### src/rtl/uart_pkg.sv
// Shared types, widths and baud-timing helpers for the uart transmitter and receiver.
package uart_pkg;

  typedef enum logic [1:0] {
    IDLE  = 2'd0,
    START = 2'd1,
    DATA  = 2'd2,
    STOP  = 2'd3
  } uart_state_e;

  localparam int BIT_CNT_W  = 3;
  localparam int BAUD_CNT_W = 16;

  function automatic int clks_per_bit(input int clk_freq, input int baud);
    return clk_freq / baud;
  endfunction

  function automatic int half_bit(input int clk_freq, input int baud);
    return clks_per_bit(clk_freq, baud) / 2;
  endfunction

endpackage

### src/rtl/uart_if.sv
// Fabric-side byte handshake of the uart: write strobe/byte out, status and received byte back.
interface uart_if;

  logic       wr_en;
  logic [7:0] tx_byte;
  logic       tx_empty;
  logic       rx_full;
  logic [7:0] rx_byte;

  modport master (
    output wr_en,
    output tx_byte,
    input  tx_empty,
    input  rx_full,
    input  rx_byte
  );

  modport slave (
    input  wr_en,
    input  tx_byte,
    output tx_empty,
    output rx_full,
    output rx_byte
  );

endinterface

### src/rtl/uart_rx.sv
// 8N1 deserializer: synchronizes rx, validates the start bit at half period, samples bit centres.
module uart_rx
  import uart_pkg::*;
#(
  parameter int CLK_FREQ = 100_000_000,
  parameter int BAUD     = 9600
) (
  input  logic       clk,
  input  logic       rst,
  input  logic       rx_i,
  output logic       rx_full_o,
  output logic [7:0] byte_o
);

  localparam logic [BAUD_CNT_W-1:0] BIT_LAST  = BAUD_CNT_W'(clks_per_bit(CLK_FREQ, BAUD) - 1);
  localparam logic [BAUD_CNT_W-1:0] HALF_LAST = BAUD_CNT_W'(half_bit(CLK_FREQ, BAUD) - 1);
  localparam logic [BIT_CNT_W-1:0]  LAST_BIT  = BIT_CNT_W'(7);

  logic [1:0]            sync_q;
  uart_state_e           state_q;
  logic [BAUD_CNT_W-1:0] cnt_q;
  logic [BIT_CNT_W-1:0]  bit_q;
  logic [7:0]            shift_q;
  logic [7:0]            byte_q;
  logic                  full_q;
  logic                  rx_s;

  assign rx_s      = sync_q[1];
  assign rx_full_o = full_q;
  assign byte_o    = byte_q;

  // Two-flop synchronizer for the asynchronous serial input, idling high.
  always_ff @(posedge clk) begin
    if (rst) begin
      sync_q <= 2'b11;
    end else begin
      sync_q <= {sync_q[0], rx_i};
    end
  end

  // Receive FSM; a frame with a low stop bit leaves byte_q and full_q untouched.
  always_ff @(posedge clk) begin
    if (rst) begin
      state_q <= IDLE;
      cnt_q   <= '0;
      bit_q   <= '0;
      shift_q <= 8'h00;
      byte_q  <= 8'h00;
      full_q  <= 1'b0;
    end else begin
      full_q <= 1'b0;
      case (state_q)
        IDLE: begin
          cnt_q <= '0;
          if (!rx_s) begin
            state_q <= START;
          end
        end
        START: begin
          if (cnt_q == HALF_LAST) begin
            cnt_q <= '0;
            bit_q <= '0;
            state_q <= rx_s ? IDLE : DATA;
          end else begin
            cnt_q <= cnt_q + 1'b1;
          end
        end
        DATA: begin
          if (cnt_q == BIT_LAST) begin
            cnt_q   <= '0;
            shift_q <= {rx_s, shift_q[7:1]};
            if (bit_q == LAST_BIT) begin
              state_q <= STOP;
            end else begin
              bit_q <= bit_q + 1'b1;
            end
          end else begin
            cnt_q <= cnt_q + 1'b1;
          end
        end
        STOP: begin
          if (cnt_q == BIT_LAST) begin
            cnt_q   <= '0;
            state_q <= IDLE;
            if (rx_s) begin
              byte_q <= shift_q;
              full_q <= 1'b1;
            end
          end else begin
            cnt_q <= cnt_q + 1'b1;
          end
        end
        default: begin
          cnt_q   <= '0;
          state_q <= IDLE;
        end
      endcase
    end
  end

endmodule

### src/rtl/uart_tx.sv
// 8N1 serializer: one byte per accepted strobe, each bit held for a full baud period.
module uart_tx
  import uart_pkg::*;
#(
  parameter int CLK_FREQ = 100_000_000,
  parameter int BAUD     = 9600
) (
  input  logic       clk,
  input  logic       rst,
  input  logic       wr_en_i,
  input  logic [7:0] byte_i,
  output logic       tx_empty_o,
  output logic       tx_o
);

  localparam logic [BAUD_CNT_W-1:0] BIT_LAST = BAUD_CNT_W'(clks_per_bit(CLK_FREQ, BAUD) - 1);
  localparam logic [BIT_CNT_W-1:0]  LAST_BIT = BIT_CNT_W'(7);

  uart_state_e           state_q;
  logic [BAUD_CNT_W-1:0] cnt_q;
  logic [BIT_CNT_W-1:0]  bit_q;
  logic [7:0]            shift_q;
  logic                  tx_q;
  logic                  empty_q;
  logic                  bit_done_s;

  assign bit_done_s = (cnt_q == BIT_LAST);
  assign tx_o       = tx_q;
  assign tx_empty_o = empty_q;

  // Transmit FSM; the line level and the idle flag are registered alongside the state.
  always_ff @(posedge clk) begin
    if (rst) begin
      state_q <= IDLE;
      cnt_q   <= '0;
      bit_q   <= '0;
      shift_q <= 8'h00;
      tx_q    <= 1'b1;
      empty_q <= 1'b1;
    end else begin
      case (state_q)
        IDLE: begin
          cnt_q <= '0;
          if (wr_en_i) begin
            shift_q <= byte_i;
            tx_q    <= 1'b0;
            empty_q <= 1'b0;
            state_q <= START;
          end
        end
        START: begin
          if (bit_done_s) begin
            cnt_q   <= '0;
            bit_q   <= '0;
            tx_q    <= shift_q[0];
            shift_q <= {1'b0, shift_q[7:1]};
            state_q <= DATA;
          end else begin
            cnt_q <= cnt_q + 1'b1;
          end
        end
        DATA: begin
          if (bit_done_s) begin
            cnt_q <= '0;
            if (bit_q == LAST_BIT) begin
              tx_q    <= 1'b1;
              state_q <= STOP;
            end else begin
              bit_q   <= bit_q + 1'b1;
              tx_q    <= shift_q[0];
              shift_q <= {1'b0, shift_q[7:1]};
            end
          end else begin
            cnt_q <= cnt_q + 1'b1;
          end
        end
        STOP: begin
          if (bit_done_s) begin
            cnt_q   <= '0;
            empty_q <= 1'b1;
            state_q <= IDLE;
          end else begin
            cnt_q <= cnt_q + 1'b1;
          end
        end
        default: begin
          cnt_q   <= '0;
          tx_q    <= 1'b1;
          empty_q <= 1'b1;
          state_q <= IDLE;
        end
      endcase
    end
  end

endmodule

### src/rtl/uart.sv
// Full-duplex 8N1 uart top: independent transmitter and receiver sharing only clock and reset.
module uart
  import uart_pkg::*;
#(
  parameter int CLK_FREQ = 100_000_000,
  parameter int BAUD     = 9600
) (
  input  logic   clk,
  input  logic   rst,
  uart_if.slave  bus,
  input  logic   rx_i,
  output logic   tx_o
);

  uart_tx #(
    .CLK_FREQ (CLK_FREQ),
    .BAUD     (BAUD)
  ) u_tx (
    .clk        (clk),
    .rst        (rst),
    .wr_en_i    (bus.wr_en),
    .byte_i     (bus.tx_byte),
    .tx_empty_o (bus.tx_empty),
    .tx_o       (tx_o)
  );

  uart_rx #(
    .CLK_FREQ (CLK_FREQ),
    .BAUD     (BAUD)
  ) u_rx (
    .clk       (clk),
    .rst       (rst),
    .rx_i      (rx_i),
    .rx_full_o (bus.rx_full),
    .byte_o    (bus.rx_byte)
  );

endmodule

### src/flat_wrapper.sv
// flat-port wrapper written by rule: the top's interface ports become plain ports
module uart_flat import uart_pkg::*;
#(
  parameter int CLK_FREQ = 100_000_000,
  parameter int BAUD     = 9600
)
  (clk, rst, rx_i, tx_o, bus_wr_en, bus_tx_byte, bus_tx_empty, bus_rx_full, bus_rx_byte);
  uart_if bus_i ();
  input  logic clk;
  input  logic rst;
  input  logic rx_i;
  output logic tx_o;
  input wire logic [$bits(bus_i.wr_en)-1:0] bus_wr_en;
  input wire logic [$bits(bus_i.tx_byte)-1:0] bus_tx_byte;
  output wire logic [$bits(bus_i.tx_empty)-1:0] bus_tx_empty;
  output wire logic [$bits(bus_i.rx_full)-1:0] bus_rx_full;
  output wire logic [$bits(bus_i.rx_byte)-1:0] bus_rx_byte;
  assign bus_i.wr_en = bus_wr_en;
  assign bus_i.tx_byte = bus_tx_byte;
  assign bus_tx_empty = bus_i.tx_empty;
  assign bus_rx_full = bus_i.rx_full;
  assign bus_rx_byte = bus_i.rx_byte;
  uart #(.CLK_FREQ(CLK_FREQ), .BAUD(BAUD)) u_core (.clk(clk), .rst(rst), .bus(bus_i), .rx_i(rx_i), .tx_o(tx_o));
endmodule
### config.mk
export PLATFORM = sky130hd
export DESIGN_NAME = uart_flat
export DESIGN_NICKNAME = d
export VERILOG_FILES = /design/src/rtl/uart_pkg.sv /design/src/rtl/uart_if.sv /design/src/rtl/uart_rx.sv /design/src/rtl/uart_tx.sv /design/src/rtl/uart.sv /design/src/flat_wrapper.sv
export SDC_FILE = /design/constraint.sdc
export NUM_CORES = 1
export LEC_CHECK = 0
export ABC_AREA = 1
export CAP_MARGIN = 20
export CORE_UTILIZATION = 37
export DETAILED_ROUTE_END_ITERATION = 6
export SETUP_SLACK_MARGIN = 0.4
export SKIP_CTS_REPAIR_TIMING = 1
export SLEW_MARGIN = 25
export SYNTH_ARGS = -nofsm -noshare
export SYNTH_HDL_FRONTEND = slang
export SYNTH_SLANG_ARGS = --single-unit
### constraint.sdc
create_clock -name clk -period 1.65 [get_ports clk]
set_input_delay 0.33 -clock clk [delete_from_list [all_inputs] [get_ports clk]]
set_output_delay 0.33 -clock clk [all_outputs]
set_load 0.005 [all_outputs]
==> impl_metrics.json <==
{
  "start_util_pct": 38.5,
  "worstHoldStart": "u_core.u_rx.cnt_q[0]$_SDFF_PP0_",
  "multi_input_area_um2": 2190,
  "place.port_buffers": 22,
  "cp_slowest_cell": "clkdlybuf4s50_1",
  "dp_hpwl_um": 4670,
  "diodes": 0,
  "fmax_mhz": 666,
  "r2r_setup_slack_ns": 0.16,
  "worstPathRequired_ns": 1.32,
  "htree_levels": 3,
  "clock_path_buffers": 2,
  "avgRoutedWirePerCell_um": 12.0,
  "grt_start_max_net_pins": 22,
  "relSlewSlack_pct": 72.2,
  "cts_tree": "built",
  "syn_to_final_growth_pct": 44.5,
  "remaining_drc_errors": 2,
  "whs_path_depth": 1,
  "synthTopCellsByArea": "dfxtp_1 42%, nand2_1 12%, nor2_1 7.3%",
  "rsz0062_at_grt": "yes",
  "grt_use_total_pct": 14.7,
  "dr_total_vias": 3176,
  "yosys_most_used_dff": "dfxtp_1",
  "grt_pass1_vias": 2705,
  "seq_area_um2": 1470,
  "end_kind": "output port",
  "seq_area_frac_synth_pct": 42.0,
  "tightest_slew_ns": 0.415,
  "final_hold_viol_count": 0,
  "hold_end": "u_core.u_rx.cnt_q[0]$_SDFF_PP0_",
  "io_pins": 23,
  "ir_drop_mv": 1.16,
  "path_clk_slew_ns": 0.08,
  "gp_congestion": 0.839,
  "synthCells": 470,
  "rows": 34,
  "setup_viol": 0,
  "worstSetupPathType": "flop to output port",
  "fin_tns_setup_ns": 0,
  "synth.most_common_cell": "nand2_1",
  "synth_area_um2": 3390,
  "final.period_utilization_pct": 91.0,
  "first_pass_iters": 6,
  "power_density_nw_per_um2": 1180,
  "core_area_um2": 8810,
  "gr-total-overflow": 0,
  "cap_violations": 0,
  "drv_slew": 0,
  "drt_iter0_markers": 67,
  "drive_above_1_share_pct": 37.5,
  "numCtsBuffers": 9,
  "routed_via_density": 4.86,
  "synth_edf_count": 0,
  "yosys_warnings": 0,
  "die_y_um": 97.7,
  "whs_ns": 0.443,
  "fp.dieW_um": 97.7,
  "worstReg2RegStart": "u_core.u_tx.cnt_q[4]$_SDFF_PP0_",
  "synth_cell_type_count": 39,
  "synth_common_cells": "106 x nand2_1, 71 x dfxtp_1, 66 x nor2_1",
  "crit_path_max_fanout": 2,
  "leakage_nw": 2.16,
  "async_flop_share_pct": 0,
  "r2r-end": "u_core.u_tx.shift_q[4]$_SDFFE_PP0P_",
  "syn-num-nets": 493,
  "violations": "design-rule violations",
  "grt_first_pass_wirelength_um": 11500,
  "min_path_type": "flop to flop",
  "critPathArrivalTime_ns": 1.17,
  "critPathBufInv": 1,
  "finClkSkew_ns": 0.0117,
  "slowest_delay_ns": 0.49,
  "syn_area_per_cell_um2": 7.21,
  "synth_largest_area_cell": "dfxtp_1",
  "cts_sinks": 71,
  "cp-start-kind": "flop",
  "antenna_found_initial": 0,
  "clock_latency_ns": 0.35,
  "status": "finished, violations left",
  "ant_nets": 0,
  "ys_seq_elements": 71,
  "path_cells": "clkdlybuf4s50_1",
  "min_period_ns": 1.50,
  "cp_top_family": "buffers and inverters",
  "fp.dieArea_um2": 9540,
  "n_fill_cell": 807,
  "synth_top_area_share_pct": 42.0,
  "cts_root_buf": "clkbuf_8",
  "nets": 565,
  "routed_wirelength_um": 7830,
  "reg2regPathDepth": 8
}
-- sequential cells by signal, indices dropped and copies added (netlist names), 2 cells and up, named ones only --
register / count
u_core.u_rx.cnt_q: 16
u_core.u_tx.cnt_q: 16
u_core.u_rx.byte_o: 8
u_core.u_rx.shift_q: 8
u_core.u_tx.shift_q: 8
u_core.u_rx.bit_q: 3
u_core.u_tx.bit_q: 3
u_core.u_rx.sync_q: 2
u_core.u_tx.state_q: 2
-- metrics by stage --
stage,std cells,area (um2),util [%],power [W],worst slack (ns)
CTS,613,4060,46.1,0.00494,0.0389
finish,654,4890,55.6,0.00578,0.149
floorplan,470,3510,-,0.00326,0.287
detailed placement,598,3870,44.0,0.00357,0.0487
global route,654,4890,55.6,0.00616,0.0565
global placement,598,3870,44.0,0.00354,0.105
-- logic make-up after synthesis --
group	after synthesis	synth area share (%)
buffers and inverters	72	8.72
AND/OR/NAND/NOR	242	32.3
flip-flops	71	42.0
AO/OA/AOI/OAI	65	10.7
adder cells (fa/ha/maj)	11	4.06
XOR/XNOR	9	2.33
-- cell type report --
| cell class | instances | share of cell area, % |
|---|---|---|
| inverter | 61 | 5.09 |
| timing repair buffer | 68 | 13.6 |
| multi-input combinational | 331 | 44.8 |
| tap | 108 | 2.76 |
| clock inverter | 6 | 1.28 |
| clock buffer | 9 | 2.53 |
| sequential | 71 | 30.0 |
-- layer usage --
metal  share of wire (%)  vias to the layer above  track usage [%]  wire [um]
li1                    -                     1662                -          -
met2                  50                       36             25.7       3940
met1                  45                     1466             17.3       3560
met5                   0                        -                0          0
met3                 2.8                       12             5.04        218
met4                 1.4                        0             3.50        110
-- worst max path at each step --
| stage | startpoint | endpoint | slack, ns | cells after the start |
|---|---|---|---|---|
| floorplan | u_core.u_rx.cnt_q[1]$_SDFF_PP0_ | u_core.u_rx.byte_o[6]$_SDFFE_PP0P_ | 0.29 | 8 |
| global placement | u_core.u_tx.cnt_q[1]$_SDFF_PP0_ | u_core.u_tx.cnt_q[12]$_SDFF_PP0_ | 0.11 | 9 |
| detailed placement | u_core.u_tx.cnt_q[0]$_SDFF_PP0_ | u_core.u_tx.shift_q[0]$_SDFFE_PP0P_ | 0.05 | 10 |
| CTS | u_core.u_tx.cnt_q[0]$_SDFF_PP0_ | u_core.u_tx.shift_q[7]$_SDFFE_PP0P_ | 0.04 | 11 |
| global route | u_core.u_rx.cnt_q[1]$_SDFF_PP0_ | u_core.u_rx.bit_q[1]$_SDFFE_PP0P_ | 0.06 | 13 |
| finish | u_core.u_rx.byte_o[7]$_SDFFE_PP0P_ | bus_rx_byte[7] | 0.15 | 1 |
-- cells in the final DEF (no fill, tap or decap), types with 15 or more instances in the layout --
| cell type | netlist | layout |
|---|---|---|
| nor2_1 | 66 | 46 |
| buf_4 | 3 | 35 |
| a21oi_1 | 34 | 31 |
| nand2_1 | 106 | 83 |
| nand4_1 | 15 | 15 |
| dfxtp_2 | 0 | 24 |
| nand2_2 | 4 | 16 |
| dfxtp_1 | 71 | 43 |
| inv_1 | 58 | 44 |
-- report_power, final --
| part | total, W | internal [W] | switching [W] |
|---|---|---|---|
| clock network | 0.00136 | 0.000686 | 0.000671 |
| registers | 0.00200 | 0.00189 | 0.000115 |
| logic | 0.00242 | 0.00105 | 0.00136 |
| total | 0.00578 | 0.00363 | 0.00215 |
(Power assumes the default switching activity.)
